$ cat src/rtl/input_buffer_queue.sv
// input_buffer_queue: circular FIFO of N-lane vectors with a stored EOF tag.
// Storage is one simple-dual-port RAM ({eof, lanes}, lane 0 in the LSBs)
// with a registered read port. Status flags and occupancy are registered.
// Overflow is sticky until reset.
module input_buffer_queue #(
    parameter int unsigned N                 = 8,
    parameter int unsigned DATA_WIDTH        = 32,
    parameter int unsigned IB_DEPTH          = 4,
    parameter int unsigned ALMOST_FULL_LEVEL = IB_DEPTH - 1
) (
    input  logic                        clk,
    input  logic                        reset_n,
    input  logic                        enqueue,
    input  logic                        eof_in,
    input  logic [DATA_WIDTH-1:0]       vector_in [N-1:0],
    input  logic                        dequeue,
    output logic                        valid_out,
    output logic                        eof_out,
    output logic [DATA_WIDTH-1:0]       vector_out [N-1:0],
    output logic                        full,
    output logic                        empty,
    output logic                        almost_full,
    output logic [$clog2(IB_DEPTH):0]   occupancy,
    output logic                        overflow
);

    localparam int unsigned AW = $clog2(IB_DEPTH);
    localparam int unsigned CW = AW + 1;
    localparam int unsigned WW = N * DATA_WIDTH + 1;

    localparam logic [CW-1:0] DEPTH_C = CW'(IB_DEPTH);
    localparam logic [CW-1:0] AF_C    = CW'(ALMOST_FULL_LEVEL);
    localparam logic [CW-1:0] ONE_C   = CW'(1);

    logic [WW-1:0] mem [IB_DEPTH];

    logic [AW-1:0] wr_ptr_q, wr_ptr_d;
    logic [AW-1:0] rd_ptr_q, rd_ptr_d;
    logic [CW-1:0] occ_q, occ_d;
    logic          full_q, full_d;
    logic          empty_q, empty_d;
    logic          afull_q, afull_d;
    logic          ovf_q, ovf_d;
    logic          valid_q, valid_d;
    logic [WW-1:0] rd_word_q, rd_word_d;

    logic          deq_acc;
    logic          enq_acc;
    logic [WW-1:0] wr_word;

    // Accept decisions and next-state computation from the registered state.
    // The RAM is read combinationally here and captured at the edge, so a
    // same-slot write on that edge (full with both accepted) returns old data.
    always_comb begin
        deq_acc = dequeue && !empty_q;
        enq_acc = enqueue && (!full_q || deq_acc);

        wr_word = '0;
        for (int unsigned i = 0; i < N; i++) begin
            wr_word[i*DATA_WIDTH +: DATA_WIDTH] = vector_in[i];
        end
        wr_word[WW-1] = eof_in;

        wr_ptr_d  = enq_acc ? wr_ptr_q + 1'b1 : wr_ptr_q;
        rd_ptr_d  = deq_acc ? rd_ptr_q + 1'b1 : rd_ptr_q;
        rd_word_d = deq_acc ? mem[rd_ptr_q] : rd_word_q;
        valid_d   = deq_acc;

        occ_d = occ_q;
        case ({enq_acc, deq_acc})
            2'b10:   occ_d = occ_q + ONE_C;
            2'b01:   occ_d = occ_q - ONE_C;
            default: occ_d = occ_q;
        endcase

        full_d  = (occ_d == DEPTH_C);
        empty_d = (occ_d == '0);
        afull_d = (occ_d >= AF_C);
        ovf_d   = ovf_q || (enqueue && !enq_acc);
    end

    // Control and output registers with asynchronous active-low reset.
    always_ff @(posedge clk or negedge reset_n) begin
        if (!reset_n) begin
            wr_ptr_q  <= '0;
            rd_ptr_q  <= '0;
            occ_q     <= '0;
            full_q    <= 1'b0;
            empty_q   <= 1'b1;
            afull_q   <= 1'b0;
            ovf_q     <= 1'b0;
            valid_q   <= 1'b0;
            rd_word_q <= '0;
        end else begin
            wr_ptr_q  <= wr_ptr_d;
            rd_ptr_q  <= rd_ptr_d;
            occ_q     <= occ_d;
            full_q    <= full_d;
            empty_q   <= empty_d;
            afull_q   <= afull_d;
            ovf_q     <= ovf_d;
            valid_q   <= valid_d;
            rd_word_q <= rd_word_d;
        end
    end

    // RAM write port; contents are never reset.
    always_ff @(posedge clk) begin
        if (enq_acc) begin
            mem[wr_ptr_q] <= wr_word;
        end
    end

    // Unpack the registered read word onto the lane outputs.
    always_comb begin
        for (int unsigned i = 0; i < N; i++) begin
            vector_out[i] = rd_word_q[i*DATA_WIDTH +: DATA_WIDTH];
        end
        eof_out = rd_word_q[WW-1];
    end

    assign valid_out   = valid_q;
    assign full        = full_q;
    assign empty       = empty_q;
    assign almost_full = afull_q;
    assign occupancy   = occ_q;
    assign overflow    = ovf_q;

endmodule

$ cat config.mk
export PLATFORM = sky130hd
export DESIGN_NAME = input_buffer_queue
export DESIGN_NICKNAME = d
export VERILOG_FILES = /design/src/rtl/input_buffer_queue.sv
export SDC_FILE = /design/constraint.sdc
export NUM_CORES = 1
export LEC_CHECK = 0
export ABC_AREA = 1
export CAP_MARGIN = 15
export CORE_UTILIZATION = 63
export CTS_CLUSTER_SIZE = 24
export DETAILED_ROUTE_END_ITERATION = 8
export DONT_BUFFER_PORTS = 1
export PLACE_DENSITY = 0.79
export SYNTH_ARGS = -nofsm -noshare
export SYNTH_HDL_FRONTEND = slang
export SYNTH_SLANG_ARGS = --single-unit
$ cat constraint.sdc
create_clock -name clk -period 23.6 [get_ports clk]
set_input_delay 4.72 -clock clk [delete_from_list [all_inputs] [get_ports clk]]
set_output_delay 4.72 -clock clk [all_outputs]
set_load 0.01 [all_outputs]
==> summary.txt, run 1 <==
Layout
  • Post-route cell area: ~54,000 sq um
  • Layout net count: 4,343
  • Syn-to-layout area delta: 9.18%
  • Post-Layout Cell Count: 5,224
  • Layout cells sized above 1: under 10%

Power
  • Leakage: 21.2 nW
  • Peak VDD IR: about 0.13 mV
  • Clock Power Share: 27.1%
  • P_sw: 0.00252 W
  • Comb pwr share: between 20% and 30%
  • P_int: 0.00468 W
  • Pwr/cell area: ~130 nW/um^2
  • Switching share of power: about a third
  • Reg power frac: 48.7%

Timing
  • Slew margin rel.: 17.6%
  • Total negative slack: 0 ns
  • Worst-margin pin slew: 1.24 ns
  • Min cycle time layout: roughly 8 ns
  • Fmax: 124 MHz
  • Final hold viol count: 0
  • Post-route clock period utilization: 34.1%
  • Clk_skew: 0.0331 ns
  • Hold WS: ~0.54 ns
  • Slew Limit Fails: 0
  • RSZ-0062 raised after global routing: no
  • Setup-failing EPs final: 0

Global route
  • First-pass GRT wire length: 166,000 um
  • Vias in the first global route: between 20,000 and 30,000
  • Largest net degree at the start of global routing: 270
  • Remaining Overflow, GRT: 0
  • GRT Overall Usage: 27.4%
  • Initial antenna violation count: 1

Clock tree
  • Post-CTS sizing: 0
  • Clk root buf: clkbuf_16
  • TritonCTS clock tree: yes
  • Setup repair bufs after CTS: 0
  • CTS H-tree depth: 3
  • Sink Count: 1,297
  • Clock Path Buffers: 3
  • CTS clk-pin slew, worst paths: 0.06 ns
  • CTS Buf Count: 121
  • Cts hold-fix bufs: 0
  • Worst-Skew Late Latency: approximately 0.69 ns

Placed design
  • DP Wirelength: 60,400 um
  • Port bufs: 0
  • Placed Area: 49,800 sq um
  • Gp weighted congestion: 0.795
  • Cells after DPL: 4,992

Floorplan
  • Chip width: 282 um
  • Num ports: 526
  • Die height: 282 um
  • Die ar.: roughly 80,000 sq um
  • Placement row count: 102
  • Core area: 77,500 sq um
  • Initial core utilization: 63.8%

Detailed routing
  • Routed Antenna Nets: 0
  • Drt via density: roughly 5.8
  • Vias: 30,200
  • Remaining DRCs: 0
  • Drt pass-1 iters: 6
  • DR iter-0 viols: 2,623
  • DR WL/cell: between 20 and 25 um
  • Final WL: 110,000 um

Setup path
  • Critical-path maximum fanout: 72
  • Slowest CP cell: buf_4
  • Worst path most repeated cell: buf_4
  • Delay-heaviest family, CP: buffers and inverters
  • Crit. End Element: flip-flop
  • Critical path required time: 23.90 ns
  • Worst path cell trace: nand2_8 -> nand2_1 -> nand2_1 -> nor2_4 -> buf_4 -> buf_4 -> buf_4
  • Crit start category: input pin
  • Setup CP Type: input pin to flip-flop
  • Reg-to-reg startpoint: empty$_DFF_PN1_
  • CP Buf/Inv Count: 3
  • Max incr delay on CP: a little under 0.9 ns
  • WP data arrival: approximately 8.4 ns
  • Critical path origin: dequeue

Logic synthesis
  • Syn nets: roughly 4,400
  • Post-synth ARST share: 20.7%
  • Avg Cell Area, Syn: roughly 12 sq um
  • Synth top area cells: edfxtp_1 62%, nand2_1 14%, dfrtp_1 14%
  • Top_reg_cell synth: edfxtp_1
  • Distinct cell type count after synthesis: 25
  • Sequential fraction of the synthesis area: 76.1%
  • Cells after synthesis: 4,147
  • Post-synthesis register bit count: 1,297
  • Largest area contributor in the netlist: edfxtp_1
  • Top cell type's share of synthesized area: 62.5%
  • Most numerous cell in the Yosys netlist: nand2_1
  • Post-synth EDFFs: 1,028
  • Warning count from the yosys run: 0
  • Synthesized cell area: 49,400 sq um
  • Commonest cells post-synth: 1,807 x nand2_1, 1,028 x edfxtp_1, 281 x o21ai_0

Worst hold path
  • Hold Path Class: flip-flop to flip-flop
  • Hold Startpoint: overflow$_DFF_PN0_

Flow run
  • Max_cap viols: 0

Status
  • Status: finished clean
cell families after synthesis:
kind of cell | Yosys count | share of synthesized area (%)
xor+xnor | 3 | 0.0532
fa+ha+maj | 6 | 0.167
flops | 1297 | 76.1
buf+inv | 244 | 2.58
compound gates | 519 | 5.27
simple gates | 2078 | 15.8
power groups by stage:
| stage | Clock, W | Sequential (W) | Combinational, W |
|---|---|---|---|
| 3_5_place_dp | 0 | 0.00354 | 0.00173 |
| 4_1_cts | 0.00197 | 0.00350 | 0.00175 |
| 5_1_grt | 0.00207 | 0.00355 | 0.00197 |
| 2_1_floorplan | 0 | 0.00354 | 0.00135 |
| 3_3_place_gp | 0 | 0.00352 | 0.00167 |
| 6_report | 0.00195 | 0.00350 | 0.00174 |
metrics by stage:
stage	utilization, %	setup slack (ns)	power, W
6_report	69.6	15.55	0.00720
5_1_grt	69.6	15.29	0.00758
4_1_cts	69.6	15.47	0.00723
3_5_place_dp	64.3	14.75	0.00526
3_3_place_gp	64.3	14.82	0.00519
2_1_floorplan	-	7.01	0.00489
final cells by class:
type	instances	area (sq um)
fillers	5043	23500
diodes	1	2.50
clock buffers	165	3390
multi-input cells	2606	10600
clock inverters	65	668
well taps	1040	1300
inverters	17	92.6
repair buffers	33	305
flip-flops and latches	1297	37600
flip-flops by register name, summed over array words and instances (netlist names):
register     count
almost_full      1
empty            1
full             1
mem           1028
occupancy        3
overflow         1
rd_ptr_q         2
rd_word_q      257
valid_out        1
wr_ptr_q         2
cells in the final DEF, fill, tap and decap left out, drive strengths merged:
| master | n |
|---|---|
| nor2 | 267 |
| dfstp | 1 |
| clkinv | 42 |
| edfxtp | 1028 |
| fa | 1 |
| nand3 | 2 |
| clkinvlp | 9 |
| buf | 33 |
| o21ai | 516 |
| inv | 20 |
| a31o | 1 |
| clkbuf | 165 |
| bufinv | 11 |
| dfrtp | 268 |
| xor2 | 3 |
| diode | 1 |
| a21oi | 2 |
| nand4 | 1 |
| nand2 | 1808 |
| ha | 5 |
worst paths after layout:
path / endpoint / slack, ns / depth (start not counted)
worst max-delay path: mem[3][12]$_DFFE_PP_ / 15.55 / 7
worst min-delay path: overflow$_DFF_PN0_ / 0.54 / 1
worst max register to register: mem[3][12]$_DFFE_PP_ / 19.00 / 8
worst min register to register: overflow$_DFF_PN0_ / 0.54 / 1
max in group asynchronous: rd_ptr_q[0]$_DFFE_PN0P_ / 19.32 / 0
min in group asynchronous: rd_word_q[170]$_DFFE_PN0P_ / 3.74 / 0
per-layer routing:
metal / GRT usage [%] / wire length (um) / vias to the layer above
met5: 0 / 0 / -
met4: 13.3 / 5420 / 0
met3: 6.99 / 9780 / 286
met2: 44.8 / 54100 / 1334
met1: 34.3 / 41000 / 14800
li1: - / - / 13800
Note: power is estimated with default switching activity, not from simulation.
==> run 2, diff against run 1 <==
==> constraint.sdc (replaced) <==
create_clock -name clk -period 8.36 [get_ports clk]
set_input_delay 1.672 -clock clk [delete_from_list [all_inputs] [get_ports clk]]
set_output_delay 1.672 -clock clk [all_outputs]
set_load 0.01 [all_outputs]
==> run 2 against run 1 <==
Flip-flop and latch count did not move. Count of clock-buffer cells in the layout increased by 25. Critical endpoint is now mem[3][8]$_DFFE_PP_. Final cell count is 0.19% lower. First-iteration DRC count grew 4.9%. Register-to-register slack got worse by 14 ns. Largest power group unchanged. Setup slack got worse by 11 ns. Sequential power rose to 2.8 times the previous value. Via count down 0.63%.
==> summary.txt, run 2 (synthesis results as in run 1) <==
Clock tree
  • Worst-Skew Late Latency: 0.68 ns (about the same)
  • TritonCTS clock tree: yes
  • CTS clk-pin slew, worst paths: 0.06 ns (about the same)
  • Clk root buf: clkbuf_16
  • Sink Count: 1,297 (unchanged)
  • Post-CTS sizing: 0 (unchanged)
  • CTS H-tree depth: 3 (unchanged)
  • CTS Buf Count: 121 (unchanged)
  • Setup repair bufs after CTS: 0 (unchanged)
  • Clock Path Buffers: 3 (unchanged)
  • Cts hold-fix bufs: 0 (unchanged)

Detailed routing
  • Vias: 30,000 (-0.63%)
  • Drt pass-1 iters: 5 (-1)
  • DR iter-0 viols: 2,752 (+4.9%)
  • Met2 WL post-DR: 54,400 um (+0.48%)
  • DRT met1 WL: 40,200 um (-2.1%)
  • Routed Antenna Nets: 0 (unchanged)
  • DR WL/cell: 21.0 um (-0.68%)
  • Highest routed layer: met4
  • Met3 wire length: 10,500 um (+7.5%)
  • Remaining DRCs: 0 (unchanged)
  • Drt via density: 5.76 (-0.44%)
  • Final WL: 109,000 um (-0.87%)

Timing
  • Final hold viol count: 0 (unchanged)
  • Hold WS: 0.546 ns (+0.00191 ns)
  • Slew Limit Fails: 0 (unchanged)
  • Fmax: 245 MHz
  • Slew margin rel.: 22.6% (+5.0 points)
  • Worst-margin pin slew: 1.16 ns (-0.0755 ns)
  • RSZ-0062 raised after global routing: no
  • Setup-failing EPs final: 0 (unchanged)
  • Clk_skew: 0.0391 ns (+0.00602 ns)
  • Post-route clock period utilization: about half
  • Total negative slack: 0 ns (unchanged)
  • Min cycle time layout: 4.09 ns

Floorplan
  • Placement row count: 102 (unchanged)
  • Chip width: 282 um (unchanged)
  • Num ports: 526 (unchanged)
  • Die ar.: 79,500 sq um (unchanged)
  • Initial core utilization: 63.8% (unchanged)
  • Die height: 282 um (unchanged)
  • Core area: 77,500 sq um (unchanged)

Power
  • Peak VDD IR: 0.327 mV (+150%)
  • Reg power frac: 49.0% (+0.3 points)
  • Leakage: 21.2 nW (-0.23%)
  • Comb pwr share: 24.0% (-0.2 points)
  • P_int: 0.0132 W (+180%)
  • Pwr/cell area: 376 nW/um^2 (+180%)
  • Total power: 0.0203 W (+180%)
  • P_sw: 0.00704 W (+180%)
  • Clock Power Share: 27.0% (about the same)
  • Switching share of power: 34.7% (-0.25 points)

Status
  • Status: finished clean

Layout
  • Most flops, register: mem
  • Commonest non-fill, non-tap cell in the layout: nand2_1
  • Layout net count: 4,334 (-0.21%)
  • Post-route cell area: 53,900 sq um (about the same)
  • Inserted Diodes: 0 (-1)
  • Syn-to-layout area delta: 9.18% (about the same)
  • Final core occ: 69.6% (about the same)
  • Most frequent cells in the layout: 1,807 x nand2_1, 1,028 x edfxtp_1, 281 x o21ai_0
  • Max FFs per register: 1,028 (unchanged)
  • Layout cells sized above 1: 4.96% (-0.68 points)

Setup path
  • Critical-path maximum fanout: 127 (+76%)
  • WP data arrival: 4.38 ns (-3.97 ns)
  • Setup CP Type: input pin to flip-flop
  • Crit start category: input pin
  • Critical path required time: 8.65 ns (-15.25 ns)
  • Crit. End Element: flip-flop

Placed design
  • Placed Area: 49,900 sq um (about the same)
  • Gp weighted congestion: 0.799 (+0.44%)
  • Port bufs: 0 (unchanged)
  • DP Wirelength: 56,800 um (-5.9%)

Global route
  • GRT Overall Usage: 27.0% (-0.41 points)
  • Initial antenna violation count: 0 (-1)
  • Vias in the first global route: 28,900 (-2.7%)
  • Largest net degree at the start of global routing: 270 (unchanged)
  • First-pass GRT wire length: 163,000 um (-1.9%)
  • Remaining Overflow, GRT: 0 (unchanged)

Worst hold path
  • Hold Path Class: flip-flop to flip-flop

Flow run
  • Max_cap viols: 0 (unchanged)
-- run 2: power by group through the flow --
| stage | clock network [W] | logic (W) | registers, W |
|---|---|---|---|
| 2_1_floorplan | 0 | 0.00381 | 0.00980 |
| 5_1_grt | 0.00579 | 0.00550 | 0.0101 |
| 3_3_place_gp | 0 | 0.00467 | 0.00998 |
| 3_5_place_dp | 0 | 0.00484 | 0.0100 |
| 4_1_cts | 0.00553 | 0.00490 | 0.00992 |
| 6_report | 0.00548 | 0.00487 | 0.00993 |
-- run 2: area by class of cell --
| class | instances | area (sq um) |
|---|---|---|
| Sequential cell | 1297 | 37600 |
| Fill cell | 5019 | 23500 |
| Multi-Input combinational cell | 2606 | 10600 |
| Clock buffer | 190 | 3520 |
| Tap cell | 1040 | 1300 |
| Clock inverter | 40 | 536 |
| Timing Repair Buffer | 24 | 305 |
| Inverter | 17 | 92.6 |
-- run 2: path summary, 6_finish.rpt --
check                                           from                          to  slack (ns)  depth (start not counted)
min in group asynchronous                    reset_n  rd_word_q[133]$_DFFE_PN0P_        0.68                          0
setup / recovery                             dequeue         mem[3][8]$_DFFE_PP_        4.27                          5
max in group asynchronous                    reset_n  rd_word_q[199]$_DFFE_PN0P_        7.21                          0
hold reg to reg            rd_word_q[27]$_DFFE_PN0P_   rd_word_q[27]$_DFFE_PN0P_        0.55                          2
hold / removal             rd_word_q[27]$_DFFE_PN0P_   rd_word_q[27]$_DFFE_PN0P_        0.55                          2
setup reg to reg                     empty$_DFF_PN1_         mem[3][8]$_DFFE_PP_        4.67                          6
-- run 2: per-layer routing --
metal	up-vias	global-route usage, %
li1	13800	-
met5	-	0
met3	255	7.52
met1	14700	33.5
met2	1293	44.8
met4	0	11.2
-- run 2: worst max-delay path, stage by stage --
cell and delay [ns]:
nand2_8 0.39, nand2_1 0.22, nand2_1 0.34, nor2_4 0.89, buf_12 0.59
-- run 2: stage by stage --
| step | cells | setup WS (ns) |
|---|---|---|
| final | 5214 | 4.27 |
| after global routing | 5214 | 4.12 |
| after detailed placement | 4984 | 3.55 |
| after global placement | 4984 | 3.61 |
| after floorplan | 4147 | -0.865 |
| after CTS | 5214 | 4.27 |
